$ cat src/rtl/pipe_pkg.sv
// Shared definitions for the pipeline accumulator: default sizes and FSM encoding.
package pipe_pkg;

  localparam int N_DEF = 10;
  localparam int K_DEF = 4;

  typedef enum logic [1:0] {
    ST_IDLE = 2'd0,
    ST_ACC  = 2'd1,
    ST_HOLD = 2'd2
  } state_t;

  // Counter width able to hold 0..k-1; never below one bit.
  function automatic int cnt_width(input int k);
    return (k > 1) ? $clog2(k) : 1;
  endfunction

endpackage

$ cat src/rtl/pipe_acc_if.sv
// Sample-in / result-out handshake bundle between the pipeline and its consumer.
interface pipe_acc_if
  import pipe_pkg::*;
#(
  parameter int N = N_DEF
) ();

  logic [N-1:0]   in_data;
  logic           in_valid;
  logic           in_ready;
  logic [2*N-1:0] out_sum;
  logic [N-1:0]   out_max;
  logic           out_valid;
  logic           out_ready;

  modport master (
    output in_data, in_valid, out_ready,
    input  in_ready, out_sum, out_max, out_valid
  );

  modport slave (
    input  in_data, in_valid, out_ready,
    output in_ready, out_sum, out_max, out_valid
  );

endinterface

$ cat src/rtl/pipe_acc_cnt.sv
// Mod-K sample counter; tc flags the increment that completes a block.
module pipe_acc_cnt
  import pipe_pkg::*;
#(
  parameter int K  = K_DEF,
  parameter int CW = cnt_width(K)
) (
  input  logic clk,
  input  logic rst_n,
  input  logic clear,
  input  logic inc,
  output logic tc
);

  localparam logic [CW-1:0] LAST = CW'(K - 1);

  logic [CW-1:0] count;

  assign tc = inc && (count == LAST);

  always_ff @(posedge clk or negedge rst_n) begin
    if (!rst_n) begin
      count <= '0;
    end else if (clear) begin
      count <= '0;
    end else if (inc) begin
      count <= tc ? '0 : count + 1'b1;
    end
  end

endmodule

$ cat src/rtl/pipe_acc.sv
// Block accumulator: sums and takes the maximum of K accepted samples, then
// holds the result until the consumer takes it.
//
//   state   | meaning
//   --------+----------------------------------------------
//   IDLE    | no samples in the current block
//   ACC     | 1..K-1 samples accumulated
//   HOLD    | block complete, result pending on the output
module pipe_acc
  import pipe_pkg::*;
#(
  parameter int N = N_DEF,
  parameter int K = K_DEF
) (
  input  logic        clk,
  input  logic        rst_n,
  input  logic        clear,
  pipe_acc_if.slave   bus
);

  state_t         state_q;
  state_t         state_d;
  logic           accept;
  logic           handoff;
  logic           tc;
  logic           cnt_clear;
  logic           ready;
  logic           out_valid_q;
  logic [2*N-1:0] sum_q;
  logic [N-1:0]   max_q;
  logic [2*N-1:0] in_ext;

  assign accept    = bus.in_valid && ready;
  assign handoff   = (state_q == ST_HOLD) && bus.out_ready;
  assign cnt_clear = clear || handoff;
  assign in_ext    = {{N{1'b0}}, bus.in_data};

  pipe_acc_cnt #(.K(K)) u_cnt (
    .clk   (clk),
    .rst_n (rst_n),
    .clear (cnt_clear),
    .inc   (accept),
    .tc    (tc)
  );

  always_ff @(posedge clk or negedge rst_n) begin
    if (!rst_n) begin
      state_q <= ST_IDLE;
    end else begin
      state_q <= state_d;
    end
  end

  // tc on the first sample means K==1, so the block completes immediately.
  always_comb begin
    state_d = state_q;
    if (clear) begin
      state_d = ST_IDLE;
    end else begin
      case (state_q)
        ST_IDLE: if (accept)        state_d = tc ? ST_HOLD : ST_ACC;
        ST_ACC:  if (tc)            state_d = ST_HOLD;
        ST_HOLD: if (bus.out_ready) state_d = ST_IDLE;
        default:                    state_d = ST_IDLE;
      endcase
    end
  end

  always_comb begin
    ready = 1'b1;
    if (state_q == ST_HOLD) begin
      ready = 1'b0;
    end
  end

  always_ff @(posedge clk or negedge rst_n) begin
    if (!rst_n) begin
      out_valid_q <= 1'b0;
    end else begin
      out_valid_q <= (state_d == ST_HOLD);
    end
  end

  // Result registers are left untouched on handoff; only reset/clear zero them.
  always_ff @(posedge clk or negedge rst_n) begin
    if (!rst_n) begin
      sum_q <= '0;
      max_q <= '0;
    end else if (clear) begin
      sum_q <= '0;
      max_q <= '0;
    end else if (accept) begin
      if (state_q == ST_IDLE) begin
        sum_q <= in_ext;
        max_q <= bus.in_data;
      end else begin
        sum_q <= sum_q + in_ext;
        max_q <= (bus.in_data > max_q) ? bus.in_data : max_q;
      end
    end
  end

  assign bus.in_ready  = ready;
  assign bus.out_valid = out_valid_q;
  assign bus.out_sum   = sum_q;
  assign bus.out_max   = max_q;

endmodule
$ cat src/flat_wrapper.sv
// flat-port wrapper written by rule: the top's interface ports become plain ports
module pipe_acc_flat import pipe_pkg::*;
#(
  parameter int N = N_DEF,
  parameter int K = K_DEF
)
  (clk, rst_n, clear, bus_in_data, bus_in_valid, bus_out_ready, bus_in_ready, bus_out_sum, bus_out_max, bus_out_valid);
  pipe_acc_if #(.N(N)) bus_i ();
  input  logic clk;
  input  logic rst_n;
  input  logic clear;
  input wire logic [$bits(bus_i.in_data)-1:0] bus_in_data;
  input wire logic [$bits(bus_i.in_valid)-1:0] bus_in_valid;
  input wire logic [$bits(bus_i.out_ready)-1:0] bus_out_ready;
  output wire logic [$bits(bus_i.in_ready)-1:0] bus_in_ready;
  output wire logic [$bits(bus_i.out_sum)-1:0] bus_out_sum;
  output wire logic [$bits(bus_i.out_max)-1:0] bus_out_max;
  output wire logic [$bits(bus_i.out_valid)-1:0] bus_out_valid;
  assign bus_i.in_data = bus_in_data;
  assign bus_i.in_valid = bus_in_valid;
  assign bus_i.out_ready = bus_out_ready;
  assign bus_in_ready = bus_i.in_ready;
  assign bus_out_sum = bus_i.out_sum;
  assign bus_out_max = bus_i.out_max;
  assign bus_out_valid = bus_i.out_valid;
  pipe_acc #(.N(N), .K(K)) u_core (.clk(clk), .rst_n(rst_n), .clear(clear), .bus(bus_i));
endmodule
$ cat config.mk
export PLATFORM = sky130hd
export DESIGN_NAME = pipe_acc_flat
export DESIGN_NICKNAME = d
export VERILOG_FILES = /design/src/rtl/pipe_pkg.sv /design/src/rtl/pipe_acc_if.sv /design/src/rtl/pipe_acc_cnt.sv /design/src/rtl/pipe_acc.sv /design/src/flat_wrapper.sv
export SDC_FILE = /design/constraint.sdc
export NUM_CORES = 1
export LEC_CHECK = 0
export CAP_MARGIN = 25
export CORE_MARGIN = 2
export CORE_UTILIZATION = 57
export DETAILED_ROUTE_END_ITERATION = 16
export DONT_BUFFER_PORTS = 1
export PLACE_DENSITY = 0.84
export SLEW_MARGIN = 10
export SYNTH_ARGS = -nofsm -noshare
export SYNTH_HDL_FRONTEND = slang
export SYNTH_SLANG_ARGS = --single-unit
export TNS_END_PERCENT = 100
$ cat constraint.sdc
create_clock -name clk -period 2 [get_ports clk]
set_input_delay 0.4 -clock clk [delete_from_list [all_inputs] [get_ports clk]]
set_output_delay 0.4 -clock clk [all_outputs]
set_load 0.02 [all_outputs]
Word-level counts from Yosys, hierarchy flattened
Cells that the tools add are included.

Equality and inequality tests: 4. Magnitude comparators: 1. Reductions and logical operators: 9. Mux-type cells: 17. Add/subtract/negate cells: 2.

Operator list (number): $mux W20 (3); $mux W10 (4); $add A20 B10 Y20 (1); $mux W2 (8); $gt A10 B10 Y1 (1); $eq A2 B2 Y1 const B (3); $pmux W2 S3 (1); $reduce_bool A2 Y1 (2); $logic_and A1 B1 Y1 (3); $reduce_bool A3 Y1 (1); $add A2 B1 Y2 const B (1); $eq A2 B1 Y1 const B (1); $logic_not A2 Y1 (1); $reduce_and A2 Y1 (1); $logic_or A1 B1 Y1 (1); $mux W1 (1).

Output and inout bits: 32. Input bits: 15. Register bits: 35. Word-level logic and storage cells: 38.

Longest topological paths before layout
Gate-level depths: netlist of the first run.

Word-level depth: 9. Mapped depth: 9. Mapped depth without buffers: 9.

By module
A second synthesis of the first run with hierarchy kept.

Cell total of the unflattened synthesis: 257. Area total of the unflattened synthesis: 2342.2 µm².

Modules (own cells, without submodules): pipe_acc (sequential area each 825.8 µm², area each 2235.9 µm², cells each 248, times used 1); pipe_acc_cnt (sequential area each 50.0 µm², area each 106.4 µm², cells each 9, times used 1).

Least setup slack after synthesis of the first run
Ideal clock, no wire load.

Path kind: register -> register. From: reg u_core.sum_q[6], in the netlist u_core.bus.out_sum[6]. To: reg u_core.sum_q[12], in the netlist u_core.bus.out_sum[12]. Path buffers: 0. Arrival time: 2.129 ns. Path slack: -0.253 ns. Setup time: 0.124 ns. Clock period less this slack: 2.253 ns. Cell stages (with the launch flop): 8. Required time: 1.876 ns. Cells stage by stage: dfrtp_1 ha_1 a21o_1 a21o_1 a21o_1 a22o_4 o211a_1 a211o_1.

Cells in the longest elaborated chain, start to end: 4.

RTL lines: start: declaration (RTL line pipe_acc.sv:29) `logic [2*N-1:0] sum_q;`; start signal: assignment (RTL line pipe_acc.sv:94) `sum_q <= in_ext;`; start signal: assignment (RTL line pipe_acc.sv:97) `sum_q <= sum_q + in_ext;`; $add A20 B10 Y20 (RTL line pipe_acc.sv:97); $mux W20 (RTL line pipe_acc.sv:93) `if (state_q == ST_IDLE) begin`; $mux W20 (RTL line pipe_acc.sv:92) `end else if (accept) begin`; $mux W20 (RTL line pipe_acc.sv:89) `end else if (clear) begin`.

No other way between the ends. The select of a mux whose other input is x is not followed. A chain may end at the register's enable or synchronous reset.

Worst setup path in the final report of the first run
From: reg u_core.max_q[4], in the netlist u_core.bus.out_max[4]. To: reg u_core.max_q[6], in the netlist u_core.bus.out_max[6].

Cells in the longest elaborated chain, start to end: 3.

RTL lines: start: declaration (RTL line pipe_acc.sv:30) `logic [N-1:0] max_q;`; start signal: assignment (RTL line pipe_acc.sv:95) `max_q <= bus.in_data;`; start signal: assignment (RTL line pipe_acc.sv:98) `max_q <= (bus.in_data > max_q) ? bus.in_data : max_q;`; $gt A10 B10 Y1 (RTL line pipe_acc.sv:98); $reduce_bool A3 Y1 (no line); $reduce_and A2 Y1 (no line).

No other way between the ends.

==> results of run 1 <==
[metal layers]
metal / global-route usage / up-vias
li1: - / 1047
met1: 0.374 / 1073
met2: 0.468 / 93
met3: 0.0740 / 22
met4: 0.118 / 0
met5: 0 / -
[sequential cells by signal, summed over array words and instances, names as in the netlist]
| register | flops |
|---|---|
| u_core.bus.out_max | 10 |
| u_core.bus.out_sum | 20 |
| u_core.state_q | 2 |
| u_core.bus.out_valid | 1 |
| u_core.u_cnt.count | 2 |
[power by group through the flow]
| stage | Sequential [W] | Combinational (W) | Clock (W) |
|---|---|---|---|
| 3_3_place_gp | 0.000788 | 0.000466 | 0 |
| 4_1_cts | 0.000777 | 0.000537 | 0.000545 |
| 2_1_floorplan | 0.000832 | 0.000281 | 0 |
| 6_report | 0.000777 | 0.000597 | 0.000543 |
| 3_5_place_dp | 0.000790 | 0.000484 | 0 |
| 5_1_grt | 0.000781 | 0.000642 | 0.000586 |
[through the flow]
stage | worst slack [ns] | std cells | hold WS [ns] | util | cell area (um^2)
floorplan | -0.0240 | 251 | 0.104 | - | 2430
global placement | -0.0684 | 334 | 0.105 | 0.691 | 2760
detailed placement | -0.141 | 334 | 0.105 | 0.691 | 2760
CTS | -0.0434 | 348 | 0.164 | 0.744 | 2980
global route | -0.112 | 352 | 0.154 | 0.766 | 3060
finish | -0.0395 | 352 | 0.167 | 0.766 | 3060
[worst reg2reg max path, cell delays in order, from the launching register on]
cell      delay, ns
dfrtp_1        0.36
inv_1          0.06
ha_1           0.29
nand4_1        0.11
o21bai_1       0.17
a31o_1         0.21
a31oi_4        0.21
nand2_2        0.13
buf_6          0.17
a22o_1         0.24
[final cells by class]
class	count	area (um^2)	area share
Multi-Input combinational cell	195	1570	0.512
Timing Repair Buffer	50	405	0.132
Sequential cell	35	882	0.288
Inverter	14	52.6	0.0171
Clock buffer	7	86.3	0.0282
Clock inverter	1	5.00	0.00163
Tap cell	50	62.6	0.0204
[timing repair]
action,4_1_cts,5_1_grt
endpoints found under the setup margin,16,22
pin swaps,12,13
gates resized for setup,13,12
setup buffers,4,3
hold endpoints to repair,35,0
hold buffers,2,0
cloned,0,1
[logic make-up after synthesis]
| kind of cell | Yosys count |
|---|---|
| AOI/OAI and AO/OA | 84 |
| xor gates and xnor gates | 4 |
| adders and majority gates | 22 |
| buffers and inverters | 21 |
| DFF | 35 |
| muxes | 5 |
| and+or+nand+nor | 80 |
[how the worst min path moves through the flow]
stage               start  slack (ns)                     to  cells after the start
floorplan           rst_n        0.10  u_core.bus.out_max[0]                      0
global placement    rst_n        0.11  u_core.bus.out_max[3]                      0
detailed placement  rst_n        0.11  u_core.bus.out_max[4]                      0
CTS                 clear        0.16  u_core.u_cnt.count[1]                      1
global route        clear        0.15  u_core.u_cnt.count[1]                      1
finish              clear        0.17  u_core.u_cnt.count[1]                      1
[synthesized netlist by cell type (2+ instances only)]
library cell and n:
a31o_1 3, nor2_1 19, nand4_1 3, a211oi_1 2, a21oi_1 14, o21bai_1 2
a31oi_1 4, mux2i_1 2, and3_1 5, xor2_1 3, o211ai_1 2, nor4b_1 2
nand2_1 23, o22a_1 3, a32oi_1 4, nor3_1 6, o211a_1 4, nor3b_1 2
nand2b_1 4, buf_2 3, mux2_2 3, dfrtp_1 35, a211o_1 4, ha_1 21
o21ai_0 13, a21o_1 6, nand3_1 4, a22o_1 11, inv_1 14, nor2b_1 5
clkbuf_1 3
==> results.yml, run 1 <==
sta:
  finalSetupViolations: 10
  fin_worst_skew_ns: 0.00762
  tns_ns: -0.229
  setup_slack_ns: -0.0395
  min_period_over_period: 1.02
  finalHoldViolCount: 0
  worstMarginPinSlew_ns: 0.413
  maxSlewViolCount: 0
  rsz0062_at_grt: "true"
  relSlewSlack: 0.723
  fmax_mhz: 490
  final.min_clock_period_ns: 2.04
cts:
  cts_sinks: 35
  clock_latency_ns: 0.29
  cts_buffers: 5
  cts_tree: "done"
  ctsLongestPathBuffers: 2
  clk_pin_slew_worst_paths_ns: 0.08
  clock-root-buffer: "clkbuf_8"
  h-tree-depth: 2
synth:
  synth_ff_type: "dfrtp_1"
  synth-seq-cells: 35
  ys_warn_count: 0
  synthAdderAreaFrac: 0.120
  yosysTopAreaCellShare: 0.371
  muxShareOfSynthArea: 0.0228
  synthDistinctLibCells: 53
  ys_top_cells_by_area: "dfrtp_1, ha_1, a22o_1"
  synth-edff-count: 0
  syn_inst: 251
  yosysSeqAreaShare: 0.371
  synthesis.nets: 288
  synthArstFlopShare: 1.00
  synth_compound_area_frac: 0.271
  yosys.area.top_type: "dfrtp_1"
  synthSimpleGateAreaFrac: 0.167
  synth_area_um2: 2360
  synthXorXnorAreaFrac: 0.0148
  synth_top_family_by_area: "compound AO/OA/AOI/OAI gates"
  syn_avg_cell_area_um2: 9.42
detailed_routing:
  first_iter_violations: 188
  wl_per_cell_um: 19.2
  firstDrtPassIters: 5
  drt-met1-wl_um: 2810
  routed_wl_um: 6750
  drc: 0
  vias_per_cell: 6.35
  ant_nets: 0
  wl_met3_um: 580
  top_layer: "met4"
  met2WireLength_um: 3190
  num_vias: 2235
worst_setup_path:
  worst-path-max-fanout: 5
  timing.rr.end: "u_core.bus.out_max[6]"
  endpoint_kind: "flop"
  crit_chain: "inv_1 > ha_1 > nand4_1 > o21bai_1 > a31o_1 > a31oi_4 > nand2_2 > buf_6 > a22o_1"
  r2r_start: "u_core.bus.out_max[4]"
  cpPeakStageDelay_ns: 0.36
  ff2ff_path_depth: 9
  required_ns: 2.18
  arrival_ns: 2.22
  crit_family: "compound AO/OA/AOI/OAI gates"
  endpoint: "u_core.bus.out_max[6]"
  crit_buf_inv: 2
  crit_path_top_delay_cell: "dfrtp_1"
  worstSetupPathType: "reg2reg"
  rrSetupSlack_ns: -0.04
  startpoint: "u_core.bus.out_max[4]"
  startpoint_type: "flop"
  path_depth: 9
outcome:
  status: "finished with violations"
  violations: "setup timing"
cells_and_area:
  fin_nets: 338
  layout_common_cells: "buf_4, dfrtp_1, nand2_1"
  diodes: 0
  drive_above_1_share: 0.298
  fillerInstances: 255
  layout_commonest_cell: "buf_4"
  syn_to_final_growth_pct: 29.6
global_routing:
  track_usage: 0.292
  grt_pass1_vias: 2170
  grt_pass1_wl_um: 10000
  antenna_found_initial: 0
  globalRouteOverflowTotal: 0
  grt_max_degree: 36
worst_hold_path:
  min-delay-path-class: "in2reg"
pwr:
  ir_worst_vdd_mv: 0.376
  swShare: 0.324
  internal-power_w: 0.00130
  p_clk_frac: 0.283
  power_w: 0.00192
  total_leakage_power_nw: 1.53
  powerDensity_nw_per_um2: 626
  combPwrFrac: 0.311
  p_sw_w: 0.000620
  seq_power_share: 0.405
job:
  max_cap_viol_count: 0
floorplan:
  dieArea_um2: 4680
  die_w_um: 68.4
  start_util: 0.591
  num_rows: 23
  ioPinCount: 47
  die_h_um: 68.4
  core_um2: 4000
placement:
  routabilityCongestion: 0.882
  dpl.hpwl_um: 4450
  io_buffers: 0
Power figures use the tool's default switching activity.
==> run 2: changes to the inputs <==
Settings changed: RECOVER_POWER from default to 50, REMOVE_ABC_BUFFERS from default to 1, SKIP_LAST_GASP from default to 1.
==> results.yml, run 2 (synthesized netlist as in run 1, its figures left out) <==
pwr:
  total_leakage_power_nw: 1.58
  powerDensity_nw_per_um2: 619
  ir_worst_vdd_mv: 0.505
global_routing:
  antenna_found_initial: 0
  track_usage: 0.305
  grt_pass1_wl_um: 10400
  globalRouteOverflowTotal: 0
  grt_pass1_vias: 2157
  grt_max_degree: 36
cells_and_area:
  syn_to_final_growth_pct: 33.9
  layout_commonest_cell: "buf_4"
  fillerInstances: 230
  fin_nets: 347
  layout_common_cells: "buf_4, dfrtp_1, nand2_1"
  final_util: 0.791
  drive_above_1_share: 0.328
  multiInputGateArea_um2: 1620
  largest_reg_flops: 20
  regArea_um2: 876
  diodes: 0
sta:
  final.min_clock_period_ns: 2.15
  worstMarginPinSlew_ns: 0.917
  rsz0062_at_grt: "true"
  min_period_over_period: 1.08
  setup_slack_ns: -0.153
  relSlewSlack: 0.389
  fin_worst_skew_ns: 0.00755
  maxSlewViolCount: 0
  tns_ns: -1.23
  finalSetupViolations: 15
  fmax_mhz: 465
  finalHoldViolCount: 0
worst_setup_path:
  worstSetupPathType: "reg2reg"
  required_ns: 2.19
  worst-path-max-fanout: 5
  endpoint_kind: "flop"
  startpoint: "u_core.bus.out_sum[0]"
  crit_chain: "ha_2 > inv_2 > fa_2 > nor2b_4 > o21ai_2 > a21oi_2 > a22o_4 > buf_6 > o211a_1 > o22a_1"
  r2r_start: "u_core.bus.out_sum[0]"
  cpPeakStageDelay_ns: 0.39
  crit_family: "compound AO/OA/AOI/OAI gates"
  crit_path_top_delay_cell: "dfrtp_1"
  startpoint_type: "flop"
  arrival_ns: 2.34
  crit_buf_inv: 2
floorplan:
  dieArea_um2: 4680
  num_rows: 23
  start_util: 0.591
  core_um2: 4000
  ioPinCount: 47
  die_w_um: 68.4
  die_h_um: 68.4
placement:
  dpl.hpwl_um: 4510
  io_buffers: 0
  routabilityCongestion: 0.906
cts:
  cts_sinks: 35
  cts_tree: "done"
  ctsLongestPathBuffers: 2
  clk_pin_slew_worst_paths_ns: 0.08
  clock-root-buffer: "clkbuf_8"
  h-tree-depth: 2
  cts_buffers: 5
  clock_latency_ns: 0.30
detailed_routing:
  first_iter_violations: 214
  wl_per_cell_um: 21.5
  routed_wl_um: 7750
  vias_per_cell: 6.80
  drc: 0
  firstDrtPassIters: 5
  ant_nets: 0
  num_vias: 2453
outcome:
  status: "finished with violations"
  violations: "setup timing"
job:
  max_cap_viol_count: 0
worst_hold_path:
  min-delay-path-class: "in2reg"
  min_from: "clear"
run 2: cell count changes in the layout (fill, tap and decap cells not counted), moves of 2 or more:
cell	previous run	this run
buf_4	44	51
dfrtp_1	30	35
dfrtp_2	5	0
clkinv_2	1	3
inv_1	13	11
inv_2	1	3
o21bai_4	0	2
run 2: per-layer routing:
metal	up-vias	track usage	routed length [um]
met3	47	0.0888	903
li1	1051	-	-
met1	1171	0.371	2870
met2	184	0.486	3660
met5	-	0	0
met4	0	0.158	316
run 2: final cells by class:
class	instances	share of cell area
Timing Repair Buffer	59	0.150
Tap cell	50	0.0198
Clock buffer	5	0.0217
Inverter	14	0.0166
Sequential cell	35	0.277
Clock inverter	3	0.00474
Multi-Input combinational cell	195	0.511
run 2: final timing paths:
check / endpoint / slack, ns / cells after the start
min in group asynchronous: u_core.bus.out_max[2] / 0.77 / 2
max reg2reg: u_core.bus.out_sum[16] / -0.15 / 10
min reg2reg: u_core.state_q[0] / 0.56 / 1
max: u_core.bus.out_sum[16] / -0.15 / 10
min: u_core.bus.out_valid / 0.15 / 1
max in group asynchronous: u_core.bus.out_sum[1] / 0.65 / 2
run 2: where the power goes:
part           leakage [nW]  internal, W  switching (W)  total [W]
Combinational          1.06     0.000298       0.000363   0.000661
Clock                0.0477     0.000238       0.000282   0.000520
Sequential            0.473     0.000745      0.0000313   0.000776
run 2: per-stage QoR:
stage	hold WS, ns	area, um^2	setup WS [ns]	cells	power (W)
2_1_floorplan	0.104	2330	-0.253	244	0.00109
3_3_place_gp	0.105	2770	-0.177	342	0.00125
3_5_place_dp	0.105	2770	-0.240	342	0.00127
4_1_cts	0.156	3000	-0.0549	354	0.00184
5_1_grt	0.141	3170	-0.190	361	0.00204
6_report	0.151	3170	-0.153	361	0.00196
run 2: timing repair:
item,in CTS,in global routing
setup buffers,2,6
cloned,0,1
hold buffers,2,0
resized for setup,20,26
setup endpoints to repair,24,25
pin swaps,18,17
endpoints found under the hold margin,35,0
==> run 3: changes to the inputs <==
Settings changed: CORE_UTILIZATION 57 to 48, PLACE_DENSITY 0.84 to 0.74.
==> results.yml, run 3 (synthesized netlist as in run 1, its figures left out) <==
cells_and_area:
  diodes: 0
  layout_commonest_cell: "buf_4"
  fin_nets: 346
  layout_common_cells: "buf_4, dfrtp_1, nand2_1"
  syn_to_final_growth_pct: 32.6
  instances_no_fill: 377
  final_util: 0.664
  drive_above_1_share: 0.306
  design_area_um2: 3130
  largest_reg_flops: 20
worst_setup_path:
  crit_buf_inv: 1
  crit_path_top_delay_cell: "dfrtp_1"
  endpoint_kind: "flop"
  worst-path-max-fanout: 5
  arrival_ns: 2.20
  startpoint_type: "flop"
  path_common_cell: "a21o_1"
  crit_chain: "ha_4 > a21o_1 > a21o_1 > a21o_1 > a22o_4 > buf_6 > o211a_1 > o22a_1"
  cpPeakStageDelay_ns: 0.41
  worstSetupPathType: "reg2reg"
  required_ns: 2.18
  crit_family: "compound AO/OA/AOI/OAI gates"
global_routing:
  globalRouteOverflowTotal: 0
  grt_pass1_wl_um: 10400
  grt_max_degree: 36
  track_usage: 0.248
  antenna_found_initial: 0
  grt_pass1_vias: 2200
placement:
  dpl_cell_area_um2: 2810
  dp_cells: 363
  routabilityCongestion: 0.876
  place_ws_ns: -0.263
  io_buffers: 0
  dpl.hpwl_um: 4590
sta:
  setup_slack_ns: -0.0268
  relSlewSlack: 0.396
  min_period_over_period: 1.01
  fmax_mhz: 493
  finalHoldViolCount: 0
  finalSetupViolations: 8
  worstMarginPinSlew_ns: 0.905
  fin_hold_ws_ns: 0.162
  final.min_clock_period_ns: 2.03
  maxSlewViolCount: 0
  rsz0062_at_grt: "true"
  fin_worst_skew_ns: 0.00882
cts:
  cts_sinks: 35
  clock_latency_ns: 0.29
  h-tree-depth: 2
  cts_buffers: 5
  clock-root-buffer: "clkbuf_8"
  cts_tree: "done"
  ctsLongestPathBuffers: 2
  clk_pin_slew_worst_paths_ns: 0.07
detailed_routing:
  ant_nets: 0
  vias_per_cell: 5.93
  wl_per_cell_um: 17.4
  num_vias: 2235
  drc: 0
  first_iter_violations: 130
  routed_wl_um: 6580
  firstDrtPassIters: 4
pwr:
  total_leakage_power_nw: 1.56
  ir_worst_vdd_mv: 0.353
  powerDensity_nw_per_um2: 598
floorplan:
  num_rows: 25
  ioPinCount: 47
  start_util: 0.500
  core_um2: 4720
  dieArea_um2: 5500
  die_h_um: 74.2
  die_w_um: 74.2
job:
  max_cap_viol_count: 0
worst_hold_path:
  min-delay-path-class: "in2reg"
outcome:
  violations: "setup timing"
  status: "finished with violations"
==> run 3: cell count changes in the layout (fill, tap and decap cells not counted), moves of 2 or more <==
cell      previous run  this run
clkbuf_1             0         3
buf_4               51        49
clkinv_2             3         1
o21bai_4             2         0
==> run 3: worst reg2reg max path, stage by stage, from the launching register on <==
cell	delay, ns
dfrtp_1	0.41
ha_4	0.22
a21o_1	0.18
a21o_1	0.17
a21o_1	0.17
a22o_4	0.27
buf_6	0.12
o211a_1	0.20
o22a_1	0.18
==> run 3: per-layer routing <==
| layer | vias to the layer above | track usage | share of wire |
|---|---|---|---|
| met4 | 0 | 0.0828 | 0.026 |
| met1 | 1086 | 0.309 | 0.42 |
| met3 | 17 | 0.0542 | 0.062 |
| met5 | - | 0 | 0 |
| met2 | 71 | 0.426 | 0.49 |
| li1 | 1061 | - | - |
==> run 3: through the flow <==
stage	TNS, ns	power [W]
after floorplan	-1.44	0.00109
after global routing	-1.24	0.00197
after detailed placement	-3.44	0.00128
after CTS	-0.0702	0.00185
after global placement	-3.15	0.00126
final	-0.0647	0.00187
==> run 3: report_power, final <==
part	leakage (nW)	switching, W	internal (W)
clock	0.0422	0.000257	0.000244
sequential	0.471	0.0000267	0.000746
combinational	1.04	0.000323	0.000277
total	1.56	0.000607	0.00127
==> run 3: what timing repair did <==
action,4_1_cts,5_1_grt
pin swaps,15,21
resized for setup,28,12
endpoints found under the hold margin,35,0
buffers inserted,2,2
setup endpoints to repair,25,21
hold buffers,2,0
==> run 3: final timing paths <==
check	startpoint	endpoint	slack, ns	cells past startpoint
worst max-delay path	u_core.bus.out_sum[6]	u_core.bus.out_sum[18]	-0.03	8
worst min-delay path	clear	u_core.u_cnt.count[1]	0.16	1
max in group asynchronous	rst_n	u_core.bus.out_sum[1]	0.52	2
min in group asynchronous	rst_n	u_core.bus.out_sum[4]	0.85	2
worst min register to register	u_core.state_q[1]	u_core.state_q[0]	0.55	1
worst max register to register	u_core.bus.out_sum[6]	u_core.bus.out_sum[18]	-0.03	8
==> run 3: area by class of cell <==
| type | instances | area, um^2 |
|---|---|---|
| Multi-Input combinational cell | 195 | 1590 |
| Timing Repair Buffer | 58 | 454 |
| Clock buffer | 7 | 76.3 |
| Sequential cell | 35 | 877 |
| Fill cell | 351 | 1590 |
| Inverter | 14 | 52.6 |
| Clock inverter | 1 | 5.00 |
| Tap cell | 67 | 83.8 |
